## src/rtl/approx_adder_pipe_mon.sv

```systemverilog
// approx_adder_pipe_mon: two-stage pipelined lower-part-OR approximate adder
// with per-result error reporting and saturating consumption statistics.
module approx_adder_pipe_mon #(
  parameter int W     = 2,
  parameter int LPP   = 1,
  parameter int ET    = 5,
  parameter int CNT_W = 16
) (
  input  logic             clk,
  input  logic             rst,
  input  logic             in_valid,
  output logic             in_ready,
  input  logic [W-1:0]     in_a,
  input  logic [W-1:0]     in_b,
  input  logic             mode,
  output logic             out_valid,
  input  logic             out_ready,
  output logic [W:0]       out_sum,
  output logic [W:0]       out_err,
  output logic             out_viol,
  input  logic             clr_stats,
  output logic [CNT_W-1:0] stat_total,
  output logic [CNT_W-1:0] stat_viol,
  output logic [W:0]       stat_max_err
);

  localparam logic [31:0] ET_U = 32'(ET);

  // vld_pipe[1] = S1 occupied, vld_pipe[2] = S2 occupied (drives out_valid)
  logic [2:1]   vld_pipe;
  logic         rdy_en;
  logic         s1_free, adv2, acc, hs;

  logic         s1_mode;
  logic [W:0]   s1_exact, s1_approx;

  logic [W:0]   exact_c, approx_c;
  logic [W:0]   sel_c, err_c;
  logic         viol_c;

  // S1 can take a new pair when empty or when its entry moves into S2 this cycle
  assign s1_free  = !vld_pipe[1] | !vld_pipe[2] | out_ready;
  assign adv2     = vld_pipe[1] & (!vld_pipe[2] | out_ready);
  assign in_ready = rdy_en & s1_free;
  assign acc      = in_valid & in_ready;
  assign hs       = vld_pipe[2] & out_ready;
  assign out_valid = vld_pipe[2];

  assign exact_c = {1'b0, in_a} + {1'b0, in_b};

  // Approximate sum: low LPP bits ORed, carry into the exact upper part
  // taken as the AND of the top approximated bits.
  generate
    if (LPP == 0) begin : g_exact
      assign approx_c = exact_c;
    end else if (LPP == W) begin : g_all_or
      assign approx_c = {in_a[W-1] & in_b[W-1], in_a | in_b};
    end else begin : g_mix
      logic          c;
      logic [W-LPP:0] hi;
      assign c  = in_a[LPP-1] & in_b[LPP-1];
      assign hi = {1'b0, in_a[W-1:LPP]} + {1'b0, in_b[W-1:LPP]}
                + {{(W-LPP){1'b0}}, c};
      assign approx_c = {hi, in_a[LPP-1:0] | in_b[LPP-1:0]};
    end
  endgenerate

  // Stage-2 combinational selection and error magnitude
  always_comb begin
    sel_c = s1_mode ? s1_approx : s1_exact;
    err_c = '0;
    if (s1_mode)
      err_c = (s1_approx >= s1_exact) ? (s1_approx - s1_exact)
                                      : (s1_exact - s1_approx);
    viol_c = 32'(err_c) > ET_U;
  end

  // in_ready stays low through reset and rises one cycle after release
  always_ff @(posedge clk) begin
    if (rst) rdy_en <= 1'b0;
    else     rdy_en <= 1'b1;
  end

  // Stage 1: capture mode plus both candidate sums on input handshake
  always_ff @(posedge clk) begin
    if (rst) begin
      vld_pipe[1] <= 1'b0;
      s1_mode     <= 1'b0;
      s1_exact    <= '0;
      s1_approx   <= '0;
    end else begin
      if (s1_free) vld_pipe[1] <= acc;
      if (acc) begin
        s1_mode   <= mode;
        s1_exact  <= exact_c;
        s1_approx <= approx_c;
      end
    end
  end

  // Stage 2: result registers, held while the consumer stalls
  always_ff @(posedge clk) begin
    if (rst) begin
      vld_pipe[2] <= 1'b0;
      out_sum     <= '0;
      out_err     <= '0;
      out_viol    <= 1'b0;
    end else begin
      if (!vld_pipe[2] | out_ready) vld_pipe[2] <= vld_pipe[1];
      if (adv2) begin
        out_sum  <= sel_c;
        out_err  <= err_c;
        out_viol <= viol_c;
      end
    end
  end

  // Statistics on output handshake; clr_stats wins over a same-cycle update
  always_ff @(posedge clk) begin
    if (rst || clr_stats) begin
      stat_total   <= '0;
      stat_viol    <= '0;
      stat_max_err <= '0;
    end else if (hs) begin
      if (stat_total != '1) stat_total <= stat_total + 1'b1;
      if (out_viol && stat_viol != '1) stat_viol <= stat_viol + 1'b1;
      if (out_err > stat_max_err) stat_max_err <= out_err;
    end
  end

endmodule
```

## config.mk

```make
export PLATFORM = sky130hd
export DESIGN_NAME = approx_adder_pipe_mon
export DESIGN_NICKNAME = d
export VERILOG_FILES = /design/src/rtl/approx_adder_pipe_mon.sv
export SDC_FILE = /design/constraint.sdc
export NUM_CORES = 1
export LEC_CHECK = 0
export CAP_MARGIN = 20
export CORE_ASPECT_RATIO = 1.75
export CORE_MARGIN = 3
export CORE_UTILIZATION = 35
export DETAILED_ROUTE_END_ITERATION = 6
export PLACE_DENSITY = 0.61
export SLEW_MARGIN = 25
export SYNTH_ARGS = -nofsm -noshare
export SYNTH_HDL_FRONTEND = slang
export SYNTH_SLANG_ARGS = --single-unit
```

## constraint.sdc

```tcl
create_clock -name clk -period 2.7 [get_ports clk]
set_clock_uncertainty 0.05 [all_clocks]
set_input_delay 0.27 -clock clk [delete_from_list [all_inputs] [get_ports clk]]
set_output_delay 0.27 -clock clk [all_outputs]
set_load 0.02 [all_outputs]
```

* After elaboration in Yosys (flattened, before gate mapping) *
Index checks and enable logic that the tools add are counted.

word-level totals
  register bits = 52
  output and inout port bits = 44
  input bits = 10
  word-level logic and storage cells = 44

cells by class
  equality and inequality tests = 2
  $lt $le $gt $ge = 3
  bitwise operators = 9
  add/subtract/negate cells = 7
  muxes and demuxes = 4
  reductions and logical operators = 7

operators by type and width
  operator                                        number
  adder 16 x 1 -> 16 bit (second input constant)  2
  inequality test 16 bit (second input constant)  2
  two-way mux 3 bit                               3
  AND reduction 2 bit                             3
  subtractor 3 bit                                2
  bitwise AND 1 bit                               5
  OR 1 bit                                        4
  adder 2 x 2 -> 3 bit                            1
  greater-or-equal comparator 3 bit               1
  > comparator 3 bit                              1
  > comparator 3 bit (second input constant)      1
  adder 1 x 1 -> 2 bit                            1
  adder 2 x 1 -> 2 bit                            1
  zero test 1 bit                                 2
  logical AND 1 bit                               1
  logical OR 1 bit                                1
  two-way mux 1 bit                               1

* Depth between registers and ports, before layout *
Gate-level depths: netlist (run 1).

  depth after elaboration = 5
  gate-level depth with buffers = 8
  mapped depth without buffers = 8

* Worst setup path after synthesis (run 1) *
OpenSTA, ideal clock, no wires.

  path type = register to register
  start = register s1_exact[1]
  end = register out_viol
  library setup time = 0.087 ns
  path buffers = 0
  data required time = 2.563 ns
  cell stages (with the launch flop) = 8
  data arrival time = 1.842 ns
  clock period less this slack = 1.979 ns
  path slack = 0.721 ns
  cells stage by stage = dfxtp_1 inv_1 ha_1 inv_1 o21ai_0 mux2_2 a211o_1 o31ai_1

on the way
  cells in the longest elaborated chain, start to end = 4
  elaborated cells between the ends (all ways) = 6
  classes of those cells = 2 x add/sub; 2 x order compare; 2 x mux

ends and longest elaborated chain
  what                                            line  RTL
  from (decl)                                     35    logic [W:0] s1_exact, s1_approx;
  from (signal assigned)                          95    s1_exact <= exact_c;
  subtractor 3 bit, or another cell as far along  74    : (s1_exact - s1_approx);
  two-way mux 3 bit (*)                           73    err_c = (s1_approx >= s1_exact) ? (s1_approx - s1_exact)
  two-way mux 3 bit (*)                           72    if (s1_mode)
  > comparator 3 bit (*)                          75    viol_c = 32'(err_c) > ET_U;
  to (signal assigned)                            113   out_viol <= viol_c;
  to (decl)                                       20    output logic out_viol,

Every way passes the cells marked *; elsewhere a longest branch is shown, timed or not.
A chain may end at the register's enable or synchronous reset.

* Worst setup path after layout (run 1) *
Same ends and word-level chain as after synthesis.

==> reports/results.ini, run 1 <==
[outcome]
outcome = finished, final reports clean

[critical_path]
crit_type = flop to flop
crit_arrival_ps = 2300
slowest_stage = dfxtp_1
path_cells = inv_1 > ha_1 > inv_1 > o21ai_0 > mux2_2 > a211o_1 > o31ai_1
startpoint_type = flop
critPathMaxStageDelay_ps = 450
ff2ff_setup_slack_ps = 550
cp-end-kind = flop
r2r-start = s1_exact[1]
r2r_cells = 7
crit_fanout = 5
critPathMostFrequentCell = inv_1
critPathRequiredTime_ps = 2850
r2r_end = out_viol

[route]
drc_errors = 0
via_per_inst = 5.15
routedWlPerCell_um = 13.5
ant_nets = 0
dr.pass1.iters = 5
vias = 2235
drtIter0Drc = 115
wl_um = 5870

[clocking]
cts_resized = 0
cts.root.buffer_cell = clkbuf_16
clk_pin_slew_ps = 60
insertion_delay_ps = 280
cts_hold_buffers = 0
htreeDepth = 2
tritoncts = built
numCtsBuffers = 5
cts_setup_buffers = 0
cts_sinks = 50
cts_buffer_depth = 2

[sta]
min_period_over_period_pct = 79.5
finalSetupViolCount = 0
finalSetupTns_ps = 0
tightest_slew_ps = 736
timing.fmax_mhz = 466
period_minus_slack_ps = 2150
rsz0062_at_grt = false
drv_slew = 0
hold_viol_final = 0
maxSlewHeadroom_pct = 50.5

[placement]
port_buffers = 53
gp_congestion = 0.800
hpwl_um = 4570
placed_cell_area_um2 = 3150

[final_layout]
layout-drive-gt1-share_pct = 4.57
area_delta_synth_final_pct = 31.1
nets = 373
design_area_um2 = 3320
n_antenna_cell = 0

[power]
power.leakage_nw = 1.14
p_total_mw = 1.53
power_density_nw_per_um2 = 462
irDropWorstVdd_mv = 0.367

[synthesis]
synthTopCellsByArea = dfxtp_1 40%, nor2_1 7.7%, xnor2_1 6.2%, ha_1 5.4%, mux2i_1 3.6%
synth_ff_type = dfxtp_1
synth.most_common_cell = nor2_1
synth_top_area_share_pct = 39.5
synth_edf_count = 0
synthTopCellsByCount = 52 x nor2_1, 50 x dfxtp_1, 18 x xnor2_1
synth_cell_types = 42
syn-num-nets = 319
syn-mean-instance-area_um2 = 8.58
syn_inst = 295
ys_ff_latch = 50
ys_seq_area_share_pct = 39.5
synth_area_leader_cell = dfxtp_1
ys_warn_count = 0
synth_area_um2 = 2530
async_flop_share_pct = 0

[hold_path]
hold_class = flop to flop
min_from = out_sum[0]
min_path_cells = 2
holdPathEnd = out_sum[0]

[floorplan]
core_um2 = 6960
die_x_um = 70.3
dieArea_um2 = 8330
initial_utilization_pct = 36.4
rows = 40
io_pins = 54
die_h_um = 119

[grt]
grt_antenna_before_repair = 0
gr-total-overflow = 0
grtUsageTotal_pct = 15.0
grt_pass1_vias = 2234
grt_pass1_wl_um = 10300
grt_max_degree = 23

[run]
maxCapViolCount = 0

[report_power, final]
| part | internal [mW] | switching [mW] |
|---|---|---|
| Combinational | 0.0477 | 0.0540 |
| Clock | 0.420 | 0.261 |
| Sequential | 0.745 | 0.00802 |
[through the flow]
| step | setup WS (ps) | instances | hold WS (ps) | util (%) |
|---|---|---|---|---|
| floorplan | 721 | 295 | 364 | - |
| global route | 221 | 434 | 500 | 47.7 |
| CTS | 523 | 434 | 453 | 47.7 |
| finish | 555 | 434 | 445 | 47.7 |
| detailed placement | 505 | 426 | 433 | 45.3 |
| global placement | 614 | 426 | 428 | 45.3 |
[state kept, by name (all words and copies together), names as in the netlist, 3 cells and up]
| name | count |
|---|---|
| out_err | 3 |
| stat_viol | 16 |
| out_sum | 3 |
| s1_exact | 3 |
| stat_total | 16 |
| stat_max_err | 3 |
[worst max path at each step]
stage	from	to	slack, ps
floorplan	s1_exact[1]	out_viol	720
global placement	out_ready	stat_viol[10]	610
detailed placement	out_ready	stat_viol[10]	510
CTS	s1_exact[1]	out_viol	520
global route	s1_exact[1]	out_viol	220
finish	s1_exact[1]	out_viol	550
[critical path: cells and delay by family, from the launching register on]
| kind | cells | cell delay (ps) |
|---|---|---|
| adder cells (fa/ha/maj) | 1 | 330 |
| buffers and inverters | 2 | 200 |
| multiplexers | 1 | 360 |
| flip-flops | 1 | 450 |
| AO/OA/AOI/OAI | 3 | 660 |
[cell type report]
class                   instances  area (um2)
fillers                       690        3640
multi-input cells             222        1450
flip-flops and latches         50        1000
repair buffers                 55         546
clock buffers                   8         166
well taps                      84         105
inverters                      15        56.3
[routing by layer]
| metal | global-route usage (%) | vias up | part of all wire (%) |
|---|---|---|---|
| met4 | 4.32 | 0 | 1.0 |
| li1 | - | 1143 | - |
| met3 | 2.89 | 4 | 3.3 |
| met1 | 15.9 | 1050 | 39 |
| met5 | 0 | - | 0 |
| met2 | 28.9 | 38 | 57 |
[cells by family after synthesis]
kind of cell	Yosys count	synth area share [%]
and+or+nand+nor	134	26.9
xor gates and xnor gates	24	8.30
adders and majority gates	14	7.81
muxes	10	4.00
DFF	50	39.5
buffers and inverters	23	3.41
AOI/OAI and AO/OA	40	10.1
[cell usage in the layout (no fill, tap or decap), types with 2 or more instances in the layout]
cell              n
clkdlybuf4s50_1  53
nor2_1           52
dfxtp_1          50
xnor2_1          18
nand2_1          17
inv_1            15
a21oi_1          15
nand4_1          13
nand3_1          13
ha_1             11
mux2i_1           9
nor3_1            8
o21ai_0           7
and4_1            6
xor2_1            6
nor4_1            5
clkbuf_16         5
a211oi_1          4
nor2b_1           4
and3_1            3
a31oi_1           3
fa_1              3
clkbuf_8          3
nand3b_1          2
and2_1            2
or3_1             2
o21a_1            2
buf_4             2
No activity file was read; power rests on OpenSTA's default activity.
==> inputs of run 2 (changes only) <==
Settings changed: PLACE_DENSITY 0.61 to 0.63.
Clock period 2.7 ns to 1.8 ns, I/O delays scaled along.
==> run 2 against run 1 <==
  * Critical endpoint unchanged
  * Worst setup slack worse by 610 ps
  * Via count is 10% higher
  * Clock power is 39% higher
  * Core utilization is 6.0 points higher
  * Cell count is 9.7% higher
  * Die area stayed put
  * Combinational power is 110% higher
  * The flow now finishes with violations (negative setup slack)
  * Maximum frequency is 16% higher
  * Non-clock buffer count is 42 higher
  * Critical path type unchanged
==> reports/results.ini, run 2 (synthesized netlist as in run 1, its figures left out) <==
[grt]
grt_antenna_before_repair = 0
grt_pass1_wl_um = 11100
grt_pass1_vias = 2490
grt_max_degree = 19
gr-total-overflow = 0
grtUsageTotal_pct = 16.2

[placement]
gp_congestion = 0.799
hpwl_um = 5060
placed_cell_area_um2 = 3480
port_buffers = 53
dp_cells = 467

[critical_path]
cp-end-kind = flop
critPathMaxStageDelay_ps = 400
startpoint_type = flop
cp_top_family = compound AO/OA/AOI/OAI gates
slowest_stage = dfxtp_4
crit_type = flop to flop
crit_fanout = 4
crit_arrival_ps = 2010
path_cells = inv_6 > ha_4 > inv_1 > o21ai_2 > mux2_4 > a211o_1 > o31ai_1
ff2ff_setup_slack_ps = -60
critPathBufInv = 2
critPathRequiredTime_ps = 1950

[sta]
drv_slew = 0
finalSetupViolCount = 1
timing.fmax_mhz = 539
maxSlewHeadroom_pct = 69.1
tightest_slew_ps = 461
rsz0062_at_grt = true
hold_ws_ps = 446
hold_viol_final = 0
finalSetupTns_ps = -56.5
min_period_over_period_pct = 103
period_minus_slack_ps = 1860
final.setup.worst_slack_ps = -56.5

[outcome]
outcome = complete, but fails checks
violations = negative setup slack

[clocking]
cts_buffer_depth = 2
numCtsBuffers = 5
cts_sinks = 50
clk_pin_slew_ps = 60
cts.root.buffer_cell = clkbuf_16
htreeDepth = 2
insertion_delay_ps = 290
tritoncts = built

[final_layout]
n_antenna_cell = 0
multi_input_area_um2 = 1530
layout-drive-gt1-share_pct = 20.9
stdcell_count = 476
most-common-layout-cells = 52 x nor2_1, 52 x clkdlybuf4s50_1, 43 x dfxtp_1, 43 x buf_4, 18 x xnor2_1
nets = 415
fill_cells = 661
top_regs = stat_total x16, stat_viol x16
design_area_um2 = 3740
seq_area_um2 = 1020
area_delta_synth_final_pct = 47.6

[power]
power_density_nw_per_um2 = 611
seqPwrFrac_pct = 49.4
p_clk_share_pct = 41.4
p_sw_mw = 0.508
p_sw_share_pct = 22.3
p_total_mw = 2.28
power.leakage_nw = 1.37
internal_power_mw = 1.78
irDropWorstVdd_mv = 0.453
combPwrFrac_pct = 9.2

[floorplan]
rows = 40
die_x_um = 70.3
initial_utilization_pct = 36.4
dieArea_um2 = 8330
io_pins = 54
core_um2 = 6960
die_h_um = 119

[route]
routedWlPerCell_um = 14.2
drtIter0Drc = 117
vias = 2464
drc_errors = 0
ant_nets = 0
dr.pass1.iters = 4
via_per_inst = 5.18
wl_um = 6770

[hold_path]
hold_class = flop to flop

[run]
maxCapViolCount = 0

==> run 2: tightest hold or removal path, delay by kind of cell (launching register included) <==
| kind | cells | cell delay [ps] |
|---|---|---|
| and+or+nand+nor | 1 | 70 |
| DFF | 1 | 330 |
| AOI/OAI and AO/OA | 1 | 70 |
==> run 2: cell type report <==
type	count	share of cell area, %
clock buffer	7	3.82
sequential	50	27.2
multi-input combinational	222	41.0
tap	84	2.81
timing repair buffer	97	23.3
clock inverter	1	0.134
inverter	15	1.64
==> run 2: power by group through the flow <==
stage / logic [mW] / clock network (mW) / registers (mW)
2_1_floorplan: 0.0968 / 0 / 1.15
3_3_place_gp: 0.175 / 0 / 1.15
3_5_place_dp: 0.181 / 0 / 1.15
4_1_cts: 0.181 / 0.973 / 1.13
5_1_grt: 0.233 / 1.02 / 1.13
6_report: 0.210 / 0.946 / 1.13
==> run 2: metal layers <==
layer	part of all wire, %	wire length [um]	global-route usage, %	vias up
met4	3.5	236	7.79	0
met5	0	0	0	-
li1	-	-	-	1228
met1	36	2460	16.3	1166
met2	56	3800	30.3	55
met3	3.9	267	3.49	15
==> run 2: through the flow <==
stage	setup slack, ps	util, %
final	-56.5	53.7
after global routing	-86.5	53.7
after CTS	-73.9	52.1
after detailed placement	-133	50.0
after global placement	-108	50.0
after floorplan	4.32	-
==> run 2: worst paths after layout <==
| check | start | end | cells after the start |
|---|---|---|---|
| hold reg to reg | out_sum[2] | out_sum[2] | 2 |
| setup / recovery | s1_exact[1] | out_viol | 7 |
| setup reg to reg | s1_exact[1] | out_viol | 7 |
| hold / removal | out_sum[2] | out_sum[2] | 2 |
==> run 2: timing repair <==
action,4_1_cts,5_1_grt
gates cloned,0,0
buffers inserted,0,1
setup endpoints to repair,3,20
pin swaps,2,2
endpoints found under the hold margin,0,0
hold buffers,0,0
resized for setup,3,28
